[src/rtl/bitfuscnn_pkg.sv]
// Shared encodings and helpers for the sparse operand path.
package bitfuscnn_pkg;

  localparam logic [1:0] BW_16 = 2'b00;
  localparam logic [1:0] BW_8  = 2'b01;
  localparam logic [1:0] BW_4  = 2'b10;

  localparam int IDX_W = 4;
  localparam logic [IDX_W-1:0] MAX_DELTA = 4'd15;

  // Reserved mode 2'b11 falls back to the full 16-lane group.
  function automatic logic [4:0] lanes_for_bitwidth(input logic [1:0] bw);
    case (bw)
      BW_8:    return 5'd8;
      BW_4:    return 5'd4;
      default: return 5'd16;
    endcase
  endfunction

endpackage

[src/rtl/sparse_delta_calc.sv]
// Combinational delta and emit decision for one dense element.
module sparse_delta_calc
  import bitfuscnn_pkg::*;
(
  input  logic [IDX_W-1:0] i_gap,
  input  logic             i_slot_zero,
  input  logic             i_first,
  input  logic             i_nonzero,
  output logic [IDX_W-1:0] o_delta,
  output logic             o_emit,
  output logic             o_pad
);

  logic w_at_max;

  // Slot 0 of a continuing tile is measured from the previous group's last entry.
  assign o_delta  = (i_slot_zero && !i_first) ? i_gap + 4'd1 : i_gap;
  assign w_at_max = (o_delta == MAX_DELTA);
  assign o_emit   = i_nonzero || w_at_max;
  assign o_pad    = w_at_max && !i_nonzero;

endmodule

[src/rtl/sparse_index_encoder.sv]
// Dense-to-sparse encoder: packs non-zero elements and 4-bit relative indices into groups.
module sparse_index_encoder
  import bitfuscnn_pkg::*;
#(
  parameter int DATA_W = 16,
  parameter int LANES  = 16
) (
  input  logic                              clk,
  input  logic                              reset_n,
  input  logic [1:0]                        bitwidth,
  input  logic                              in_valid,
  output logic                              in_ready,
  input  logic [DATA_W-1:0]                 in_data,
  input  logic                              in_last,
  output logic                              out_valid,
  input  logic                              out_ready,
  output logic [LANES-1:0][DATA_W-1:0]      out_values,
  output logic [LANES-1:0][IDX_W-1:0]       out_indices,
  output logic [4:0]                        out_count,
  output logic                              out_last
);

  logic [IDX_W-1:0]              r_gap;
  logic [4:0]                    r_slot;
  logic                          r_first;
  logic                          r_tile_start;
  logic [1:0]                    r_bw;
  logic [LANES-1:0][DATA_W-1:0]  r_asm_val;
  logic [LANES-1:0][IDX_W-1:0]   r_asm_idx;

  logic                          w_accept;
  logic [IDX_W-1:0]              w_delta;
  logic                          w_emit;
  logic                          w_pad;
  logic [4:0]                    w_group_lanes;
  logic [4:0]                    w_fill;
  logic                          w_close;
  logic [LANES-1:0][DATA_W-1:0]  w_grp_val;
  logic [LANES-1:0][IDX_W-1:0]   w_grp_idx;

  // Handshake: an element is taken when in_valid && in_ready; a group is
  // taken when out_valid && out_ready, and the output register can refill
  // on the same edge it retires.
  assign in_ready = !out_valid || out_ready;
  assign w_accept = in_valid && in_ready;

  sparse_delta_calc u_delta (
    .i_gap       (r_gap),
    .i_slot_zero (r_slot == 5'd0),
    .i_first     (r_first),
    .i_nonzero   (in_data != '0),
    .o_delta     (w_delta),
    .o_emit      (w_emit),
    .o_pad       (w_pad)
  );

  // The first element of a tile uses the live mode, later ones the latched copy.
  assign w_group_lanes = lanes_for_bitwidth(r_tile_start ? bitwidth : r_bw);
  assign w_fill        = r_slot + 5'(w_emit);
  assign w_close       = w_accept && (in_last || (w_fill == w_group_lanes));

  always_comb begin
    w_grp_val = '0;
    w_grp_idx = '0;
    for (int i = 0; i < LANES; i++) begin
      if (5'(i) < r_slot) begin
        w_grp_val[i] = r_asm_val[i];
        w_grp_idx[i] = r_asm_idx[i];
      end else if ((5'(i) == r_slot) && w_emit) begin
        w_grp_val[i] = w_pad ? '0 : in_data;
        w_grp_idx[i] = w_delta;
      end
    end
  end

  always_ff @(posedge clk or negedge reset_n) begin
    if (!reset_n) begin
      r_gap        <= '0;
      r_slot       <= '0;
      r_first      <= 1'b1;
      r_tile_start <= 1'b1;
      r_bw         <= BW_16;
      r_asm_val    <= '0;
      r_asm_idx    <= '0;
      out_valid    <= 1'b0;
      out_values   <= '0;
      out_indices  <= '0;
      out_count    <= '0;
      out_last     <= 1'b0;
    end else begin
      if (out_valid && out_ready) begin
        out_valid <= 1'b0;
      end
      if (w_close) begin
        out_valid   <= 1'b1;
        out_values  <= w_grp_val;
        out_indices <= w_grp_idx;
        out_count   <= w_fill;
        out_last    <= in_last;
      end
      if (w_accept) begin
        if (r_tile_start) begin
          r_bw <= bitwidth;
        end
        r_tile_start <= 1'b0;
        if (w_emit) begin
          r_asm_val[r_slot[3:0]] <= in_data;
          r_asm_idx[r_slot[3:0]] <= w_delta;
          r_gap                  <= '0;
          r_first                <= 1'b0;
        end else begin
          r_gap <= r_gap + 4'd1;
        end
        if (w_close) begin
          r_slot <= '0;
        end else if (w_emit) begin
          r_slot <= w_fill;
        end
        if (in_last) begin
          r_gap        <= '0;
          r_first      <= 1'b1;
          r_tile_start <= 1'b1;
        end
      end
    end
  end

endmodule

[config.mk]
export PLATFORM = sky130hd
export DESIGN_NAME = sparse_index_encoder
export DESIGN_NICKNAME = d
export VERILOG_FILES = /design/src/rtl/bitfuscnn_pkg.sv /design/src/rtl/sparse_delta_calc.sv /design/src/rtl/sparse_index_encoder.sv
export SDC_FILE = /design/constraint.sdc
export NUM_CORES = 1
export LEC_CHECK = 0
export ABC_CLOCK_PERIOD_IN_PS = 5050
export CORE_MARGIN = 3
export CORE_UTILIZATION = 28
export CTS_CLUSTER_DIAMETER = 50
export DETAILED_ROUTE_END_ITERATION = 6
export HOLD_SLACK_MARGIN = 0.08
export PLACE_DENSITY = 0.48
export RECOVER_POWER = 50
export SLEW_MARGIN = 20
export SYNTH_ARGS = -nofsm -noshare
export SYNTH_HDL_FRONTEND = slang
export SYNTH_HIERARCHICAL = 1
export SYNTH_SLANG_ARGS = --single-unit
[constraint.sdc]
create_clock -name clk -period 5.05 [get_ports clk]
set_input_delay 1.2625 -clock clk [delete_from_list [all_inputs] [get_ports clk]]
set_output_delay 1.2625 -clock clk [all_outputs]
set_load 0.05 [all_outputs]
==> results_dict.tcl, run 1 <==
set metrics [dict create \
    powerDensity_nw_per_um2 556.7 \
    ys_seq_elements 660 \
    drt_iter0_drc 1003 \
    yosysWarnings 6 \
    grt_max_degree 128 \
    setup.worst_path.end "out_indices[44]" \
    avgSynthCellArea_um2 13.14 \
    path_max_fanout 16 \
    port_buffers 350 \
    num_rows 117 \
    syn-num-nets 2257 \
    worstHoldPathCells 1 \
    cts_root_buffer "clkbuf_16" \
    critical_path.startpoint_type "primary input" \
    dr.pass1.iters 7 \
    numCtsBuffers 101 \
    finalCritPeriodShare_pct 93.88 \
    synth.distinct_cells 49 \
    overflow 0 \
    dp_cells 3864 \
    drc 0 \
    async_flop_share_pct 100.0 \
    place_congestion 0.7758 \
    slew_violations 62 \
    relSlewSlack_pct -143.2 \
    final_cells 4052 \
    syn-cell-area_um2 29280 \
    die_area_um2 108500 \
    cts_tree "yes" \
    dieHeight_um 329.4 \
    clk-insertion-delay-late_ns 0.65 \
    p_leak_uw 0.01841 \
    antenna_left 0 \
    period_minus_slack_ns 4.741 \
    synth_cells 2228 \
    r2r-start "r_slot[0]" \
    drive_gt1_share_pct 34.74 \
    arrival_ns 5.28 \
    synth.largest_area_cell "dfrtp_1" \
    cap_violations 1 \
    rsz0062_at_grt "false" \
    multiInputGateArea_um2 11900 \
    yosys.area.top_type_share_pct 56.23 \
    routed_wirelength_mm 96.80 \
    grt_pass1_vias 21050 \
    yosysMostFrequentCell "dfrtp_1" \
    areaGrowthSynthToFinish_pct 30.57 \
    grt_pass1_wl_mm 142.9 \
    vias_per_cell 4.820 \
    crit_type "in2reg" \
    ios 351 \
    wl_per_cell_um 23.89 \
    worstHoldPathType "reg2reg" \
    synthTopCellsByArea "dfrtp_1 (56%), mux2_2 (19%), mux2_4 (6.5%)" \
    synth_commonest_cells "dfrtp_1 (658), mux2_2 (488), nand2_1 (240)" \
    status "complete, but fails checks" \
    violations "max-capacitance violations, max-slew violations" \
    rr_worst_depth 12 \
    grt.total_usage_pct 17.69 \
    vias 19530 \
    antenna_found_initial 6 \
    hold_viol 0 \
    cts.sinks 660 \
    synth_edf_count 0 \
    core_um2 102800 \
    worst_slew_pin_slew_ns 3.648 \
    critPathRequiredTime_ns 5.58 \
    fmax_mhz 210.9 \
    start_util_pct 28.49 \
    finClkSkew_ns 0.01946 \
    setup_viol 0 \
    r2r-end "r_asm_val[232]" \
    ff_latch_area_um2 16520 \
    clk_pin_slew_ns 0.05 \
    fill_cells 9845 \
    r2r_slack_ns 0.81 \
    detailed_place_hpwl_mm 67.42 \
    fin_nets 2628 \
    ys.flop_type "dfrtp_1" \
    die_w_um 329.4 \
    crit_start "in_data[3]" \
    tns_ns 0 \
    htreeDepth 3 \
    worstSetupEndpointType "flop" \
    cts.path.max_buffers 3 \
    vdd.ir_drop.worst_mv 0.3493 \
    yosysSeqAreaShare_pct 56.41 \
]
## worst min-delay path by stage
| stage | from | to | slack (ns) |
|---|---|---|---|
| after floorplan | r_bw[0] | r_bw[0] | 0.45 |
| after global placement | r_bw[1] | r_bw[1] | 0.46 |
| after detailed placement | r_bw[0] | r_bw[0] | 0.47 |
| after CTS | r_bw[0] | r_bw[0] | 0.48 |
| after global routing | out_values[149] | out_values[149] | 0.51 |
| final | out_values[149] | out_values[149] | 0.48 |
## metal layers
metal / vias to the layer above / wire length (um) / GRT usage [%] / part of all wire, %
li1: 8670 / - / - / -
met1: 10150 / 42030 / 22.88 / 43
met2: 554 / 46310 / 29.28 / 48
met3: 154 / 5749 / 4.309 / 5.9
met4: 2 / 2693 / 5.290 / 2.8
met5: - / 7 / 0 / 0.0072
## layout by cell type, fill, tap and decap left out, types with 4 or more instances in the layout
| cell type | count |
|---|---|
| dfrtp_1 | 658 |
| mux2_2 | 488 |
| nand2_1 | 240 |
| clkdlybuf4s50_1 | 187 |
| o21ai_0 | 184 |
| dlygate4sd3_1 | 162 |
| a22o_1 | 145 |
| mux2_4 | 127 |
| clkbuf_16 | 103 |
| buf_4 | 90 |
| mux2_1 | 29 |
| nand2b_1 | 21 |
| buf_12 | 20 |
| nor2_1 | 18 |
| nor2b_1 | 18 |
| clkinvlp_4 | 16 |
| clkinv_2 | 14 |
| nor2_2 | 13 |
| clkbuf_8 | 13 |
| clkbuf_1 | 11 |
| inv_6 | 10 |
| a21o_1 | 9 |
| bufinv_16 | 9 |
| nand3_1 | 8 |
| clkinv_4 | 7 |
| inv_1 | 6 |
| ha_1 | 6 |
| nor3_1 | 4 |
| xnor2_1 | 4 |
| inv_8 | 4 |
## through the flow
stage	setup WS [ns]	instance area, um^2	utilization [%]	hold slack, ns	total power [uW]
detailed placement	-0.7820	34770	33.83	0.4698	14460
finish	0.3088	38230	37.20	0.4826	21280
floorplan	0.9067	29280	-	0.4492	11690
global placement	-0.8143	34770	33.83	0.4638	14290
global route	0.1230	38230	37.20	0.5055	22270
CTS	0.2184	38250	37.22	0.4811	21660
## state kept, by name (all words and copies together) (netlist names)
register	cells
r_slot	5
r_gap	4
r_asm_idx	64
r_first	1
out_count	5
r_asm_val	256
r_tile_start	1
out_indices	64
out_last	1
out_valid	1
out_values	256
r_bw	2
## repair_timing
item	4_1_cts	5_1_grt
endpoints found under the setup margin	270	0
buffers inserted	0	0
resized for setup	1	0
hold endpoints to repair	0	0
hold buffers	0	0
## critical path, stage by stage
cell and delay, ns:
clkdlybuf4s50_1 0.46, nor4_2 0.58, buf_4 0.21, nand4_1 0.30, a31o_2 0.39, ha_1 0.22
ha_1 0.24, and3b_1 0.21, o22ai_1 0.21, a211oi_2 0.13, o21ai_4 0.20, buf_12 0.22
buf_4 0.26, mux2_2 0.36
## cell families after synthesis
family	Yosys count	synth area share, %
and+or+nand+nor	348	5.217
xor gates and xnor gates	9	0.3205
muxes	646	26.46
buffers and inverters	203	3.149
DFF	660	56.41
adders and majority gates	6	0.2564
AOI/OAI and AO/OA	356	8.179
## power breakdown
group / switching, uW / total, uW / leakage (uW) / internal (uW)
sequential: 769 / 7340 / 0.00888 / 6570
clock: 2670 / 7090 / 0.00167 / 4420
combinational: 4250 / 6860 / 0.00787 / 2600
## final cells by class
cell class | instances | share of cell area (%)
Inverter | 6 | 0.05891
Timing Repair Buffer | 465 | 12.04
Tap cell | 1368 | 4.477
Clock buffer | 125 | 7.298
Antenna cell | 1 | 0.006545
Multi-Input combinational cell | 1365 | 31.12
Sequential cell | 660 | 43.21
Clock inverter | 62 | 1.797
Note: power is estimated with default switching activity, not from simulation.
==> inputs of run 2 (changes only) <==
REMOVE_ABC_BUFFERS = 1   (was unset)
TNS_END_PERCENT = 50   (was unset)
==> run 2 against run 1 <==
The flow still finishes with violations (max-capacitance violations, max-slew violations). Clock skew decreased by 0.0010 ns. Cell count increased by 0.54%. Clock power increased by 7.9%.
==> results_dict.tcl, run 2 (synthesized netlist as in run 1, its figures left out) <==
set metrics [dict create \
    power.internal_uw 14240 \
    cts.sinks 660 \
    htreeDepth 3 \
    vdd.ir_drop.worst_mv 0.3864 \
    finish.instance_area_um2 39220 \
    worstHoldPathType "reg2reg" \
    relSlewSlack_pct -94.99 \
    r2r_slack_ns 0.68 \
    diodes 0 \
    die_area_um2 108500 \
    path_max_fanout 84 \
    drive_gt1_share_pct 35.14 \
    critical_path.startpoint_type "primary input" \
    core_um2 102800 \
    port_buffers 350 \
    fmax_mhz 201.9 \
    final_common_cell "dfrtp_1" \
    grt_pass1_vias 21220 \
    setup_viol 0 \
    hold_viol 0 \
    period_minus_slack_ns 4.954 \
    detailed_place_hpwl_mm 70.29 \
    fin_ws_ns 0.09620 \
    grt_max_degree 97 \
    powerDensity_nw_per_um2 562.5 \
    place_congestion 0.8248 \
    antenna_left 0 \
    fill_cells 9771 \
    arrival_ns 5.50 \
    clk-insertion-delay-late_ns 0.66 \
    start_util_pct 28.49 \
    worstSetupEndpointType "flop" \
    slew_violations 153 \
    dieHeight_um 329.4 \
    final_core_util_pct 38.17 \
    grt_pass1_wl_mm 147.7 \
    worstHoldPathCells 2 \
    wl_per_cell_um 24.98 \
    finalCritPeriodShare_pct 98.09 \
    finClkSkew_ns 0.01844 \
    r2r-end "out_values[127]" \
    p_leak_uw 0.01887 \
    cap_violations 2 \
    pwr-share-clk_pct 34.7 \
    numCtsBuffers 97 \
    status "complete, but fails checks" \
    critPathRequiredTime_ns 5.59 \
    pwr-share-seq_pct 33.3 \
    violations "max-capacitance violations, max-slew violations" \
    worst_slew_pin_slew_ns 2.925 \
    areaGrowthSynthToFinish_pct 33.95 \
    num_rows 117 \
    overflow 0 \
    layout_common_cells "dfrtp_1 (658), mux2_2 (488), nand2_1 (240)" \
    antenna_found_initial 4 \
    min_to "r_bw[1]" \
    rsz0062_at_grt "false" \
    crit_type "in2reg" \
    drc 0 \
    clk_pin_slew_ns 0.06 \
    cts.path.max_buffers 3 \
    pre_cts_ws_ns -0.8581 \
    swShare_pct 35.44 \
    min_from "r_bw[1]" \
    die_w_um 329.4 \
    drt_iter0_drc 1076 \
    rr_worst_depth 16 \
    cts_tree "yes" \
    whs_ns 0.4863 \
    ios 351 \
    r2r-start "r_slot[0]" \
    grt.total_usage_pct 18.51 \
    reg_top3 "out_values (256), r_asm_val (256)" \
    cts_root_buffer "clkbuf_16" \
    vias 19960 \
    vias_per_cell 4.899 \
    placed_area_um2 35590 \
    p_sw_uw 7817 \
    p_comb_share_pct 32.0 \
    fin_nets 2654 \
    routed_wirelength_mm 101.8 \
    dr.pass1.iters 5 \
]
-- run 2: worst max-delay path by stage --
stage / startpoint / to / cells past startpoint
finish: in_data[1] / out_values[127] / 15
detailed placement: in_data[5] / out_values[79] / 14
global route: in_data[1] / out_indices[17] / 15
global placement: in_data[5] / out_values[79] / 14
floorplan: r_slot[4] / out_count[4] / 14
CTS: in_data[1] / out_values[79] / 15
-- run 2: power groups by stage --
stage | combinational, uW | sequential (uW) | clock, uW
after floorplan | 3040 | 8830 | 0
after global placement | 7100 | 7390 | 0
after detailed placement | 7200 | 7440 | 0
after CTS | 7210 | 7370 | 7800
after global routing | 7450 | 7490 | 8050
final | 7070 | 7350 | 7650
-- run 2: final cells by class --
cell class | count | area, um^2 | area share (%)
clock buffer | 114 | 2654 | 6.766
timing repair buffer | 495 | 5338 | 13.61
clock inverter | 66 | 1045 | 2.664
tap | 1368 | 1712 | 4.364
inverter | 6 | 22.52 | 0.05742
multi-input combinational | 1365 | 11930 | 30.43
sequential | 660 | 16520 | 42.11
-- run 2: critical path: stages --
cell             delay [ns]
clkdlybuf4s50_1        0.73
nor4_1                 0.36
buf_4                  0.17
nand4_1                0.23
buf_4                  0.24
a31o_2                 0.23
ha_1                   0.20
ha_1                   0.22
buf_4                  0.15
and4b_1                0.16
o21ai_1                0.15
a211oi_2               0.08
o21ai_4                0.33
buf_16                 0.46
mux2_2                 0.40
-- run 2: through the flow --
| stage | cells | setup TNS [ns] | total power [uW] |
|---|---|---|---|
| after floorplan | 2031 | -6149.01 | 11870 |
| after global placement | 3894 | -261.21 | 14490 |
| after detailed placement | 3894 | -227.79 | 14640 |
| after CTS | 4074 | 0 | 22380 |
| after global routing | 4074 | 0 | 22980 |
| final | 4074 | 0 | 22060 |
-- run 2: metal layers --
metal	wire length, um	global-route usage (%)
met5	0	0
met2	51210	32.02
met4	3285	6.840
met1	42540	23.20
met3	4714	3.057
-- run 2: timing repair --
| item | 4_1_cts | 5_1_grt |
|---|---|---|
| setup endpoints to repair | 84 | 0 |
| hold buffers | 0 | 0 |
| resized for setup | 2 | 0 |
| buffers inserted | 0 | 0 |
==> patch: new RTL, config.mk and constraints of run 2 <==
Change the parameter `LANES` from 16 to 18.
--- a/src/rtl/sparse_index_encoder.sv
+++ b/src/rtl/sparse_index_encoder.sv
@@ -5,3 +5,3 @@
   parameter int DATA_W = 16,
-  parameter int LANES  = 16
+  parameter int LANES  = 18
 ) (
Interface: changed (resized out_indices and out_values); port bits go from 351 to 391. The function was not compared with the original's and may differ.
==> patch against run 2 <==
- the flow still finishes with violations (capacitance limit, slew limit)
- first-iteration DRC count increased by 88%
- worst setup slack improved by 430 ps
- cell area decreased by 2.0%
- core utilization decreased by 1.3 points
- wire length increased by 17%
- sequential cell count increased by 40
- synthesized area increased by 1.0%
- final cell count increased by 4.9%
Power is not compared: it rests on default switching activity, and its combinational part moved more than twofold at a synthesized area within 25%.
==> patch: results (changes against run 2) <==
[placement]
postPlaceCellArea_um2=35200  ; -1.0%
place.detailed.instances=4095  ; +5.2%
dp_worst_setup_slack_ps=54.8  ; +913 ps
gp_congestion=0.887  ; +7.5%
detailed_placement_wirelength_estimate_mm=73.1  ; +3.9%
portBuffers=390  ; +11%

[grt]
grt_antenna_before_repair=6  ; +2
grt_use_total=0.213  ; +0.0274
grt_pass1_vias=23300  ; +9.6%
maximum_number_of_pins_on_one_net_before_global_route_repair=186  ; +92%
global_route_wire_length_before_repair_mm=170  ; +15%

[routing]
route.detailed.wl_per_inst_um=27.8  ; +11%
met1_wirelength_mm=52.2  ; +23%
met2_length_mm=56.6  ; +11%
vias_per_cell=5.37  ; +9.7%
detail_route.iter0.violations=2028  ; +88%
met3_routed_wl_mm=7.73  ; +64%
ant_nets=0  ; unchanged
highest_layer=met4
drtPass1Iterations=7  ; +2

[yosys]
yosysWarnings=6  ; unchanged
syn-mean-instance-area_um2=11.7  ; -11%
synth.lib_cells_used.distinct=54  ; +10%
netlist_top_cells_count=sky130_fd_sc_hd__dfrtp_1, sky130_fd_sc_hd__nand3_1, sky130_fd_sc_hd__a22oi_1, sky130_fd_sc_hd__mux2_2, sky130_fd_sc_hd__o21ai_0
yosysSeqAreaShare=0.592  ; +0.0281
postSynth.asyncResetShare=1.00  ; unchanged
synth_area_leaders=sky130_fd_sc_hd__dfrtp_1, sky130_fd_sc_hd__mux2_2, sky130_fd_sc_hd__a22oi_1, sky130_fd_sc_hd__nand3_1, sky130_fd_sc_hd__o21ai_0

[pwr]
sw_frac_of_total=0.316
seq-power_mw=6.70
comb_power_share=0.197
power_density_nw_per_um2=442
vdd_ir_drop_max_v=0.000361

[sta]
final.setup_skew_ps=44.7  ; +26.2 ps
worstMarginPinSlew_ps=2680  ; -243 ps
final_max_slew_viol_count=148  ; -3.3%

[final_layout]
drive_above_1_share=0.223  ; -0.129
final_nets=2842  ; +7.1%
reg.largest.list=out_values (288), r_asm_val (256), out_indices (72)
n_fill_cell=10200  ; +4.2%
final_cell_count_no_fill=4274  ; +4.9%

[clock_tree]
clock-root-buffer=sky130_fd_sc_hd__clkbuf_16
cts_repair_resize_count=0  ; -2
postCtsHoldBufs=0  ; unchanged
post_cts_buffers=0  ; unchanged
h-tree-depth=3  ; unchanged
tritoncts.num_buffers=96  ; -1.0%
clock_insertion_delay_at_the_later_pin_of_the_skew_report_ps=660  ; about the same
worst_setup_hold_path_clk_slew_ps=60  ; about the same
ctsLongestPathBuffers=3  ; unchanged

[critical_path]
worst_ep_arrival_time_ps=5090  ; -410 ps
worst_path_max_delay_cell=sky130_fd_sc_hd__nor2b_4
critical-path-top-delay-family=simple AND/OR/NAND/NOR gates
cp_slowest_stage_delay_ps=940  ; +210 ps
timing.critical_path.mode_cell=sky130_fd_sc_hd__buf_4
worst-path-max-fanout=35  ; -58%

[flow_run]
timing.max_cap.violations=3  ; +1

[outcome]
run_status=complete, but fails checks
failed_checks=capacitance limit, slew limit

[worst_hold_path]
holdCritPathClass=flop to flop

[patch: changes by cell type in the layout (fill, tap and decap cells not counted), sizes merged, moves of 14 or more]
| cell | before | now |
|---|---|---|
| nand3 | 8 | 334 |
| a22oi | 0 | 321 |
| mux2 | 644 | 323 |
| nand2 | 240 | 37 |
| o21ai | 187 | 332 |
| a22o | 145 | 42 |
| dfrtp | 658 | 698 |
| buf | 131 | 102 |
| dlygate4sd3 | 162 | 177 |
| bufinv | 23 | 9 |
| nand2b | 21 | 7 |
[patch: cell families (layout without fill, tap and decap cells)]
logic type	Yosys count	count (layout)	synth area share
adders and majority gates	6	6	0.00254
other	0	2	0
AOI/OAI and AO/OA	717	717	0.155
and+or+nand+nor	462	462	0.0799
buffers and inverters	298	672	0.0424
DFF	700	700	0.592
muxes	325	325	0.124
xor gates and xnor gates	10	10	0.00398
[patch: per-layer routing]
layer / vias to the layer above / track usage
li1: 9869 / -
met1: 12100 / 0.294
met2: 822 / 0.344
met3: 131 / 0.0380
met4: 0 / 0.0556
met5: - / 0
[patch: path summary, 6_finish.rpt]
path,start,end,slack (ps),depth (start not counted)
min in group asynchronous,reset_n,out_values[68],1460,1
hold / removal,r_tile_start,r_tile_start,480,2
max in group asynchronous,reset_n,r_asm_val[97],980,2
setup reg to reg,r_slot[2],out_values[209],530,13
hold reg to reg,r_tile_start,r_tile_start,480,2
setup / recovery,r_slot[2],out_values[209],530,13
[patch: layout make-up]
class	count	area, um^2	share of cell area
flip-flops and latches	700	17500	0.456
multi-input cells	1520	11100	0.288
repair buffers	491	4810	0.125
clock buffers	124	2680	0.0697
well taps	1380	1730	0.0449
clock inverters	53	616	0.0160
inverters	4	15.0	0.000390
diodes	2	5.00	0.000130
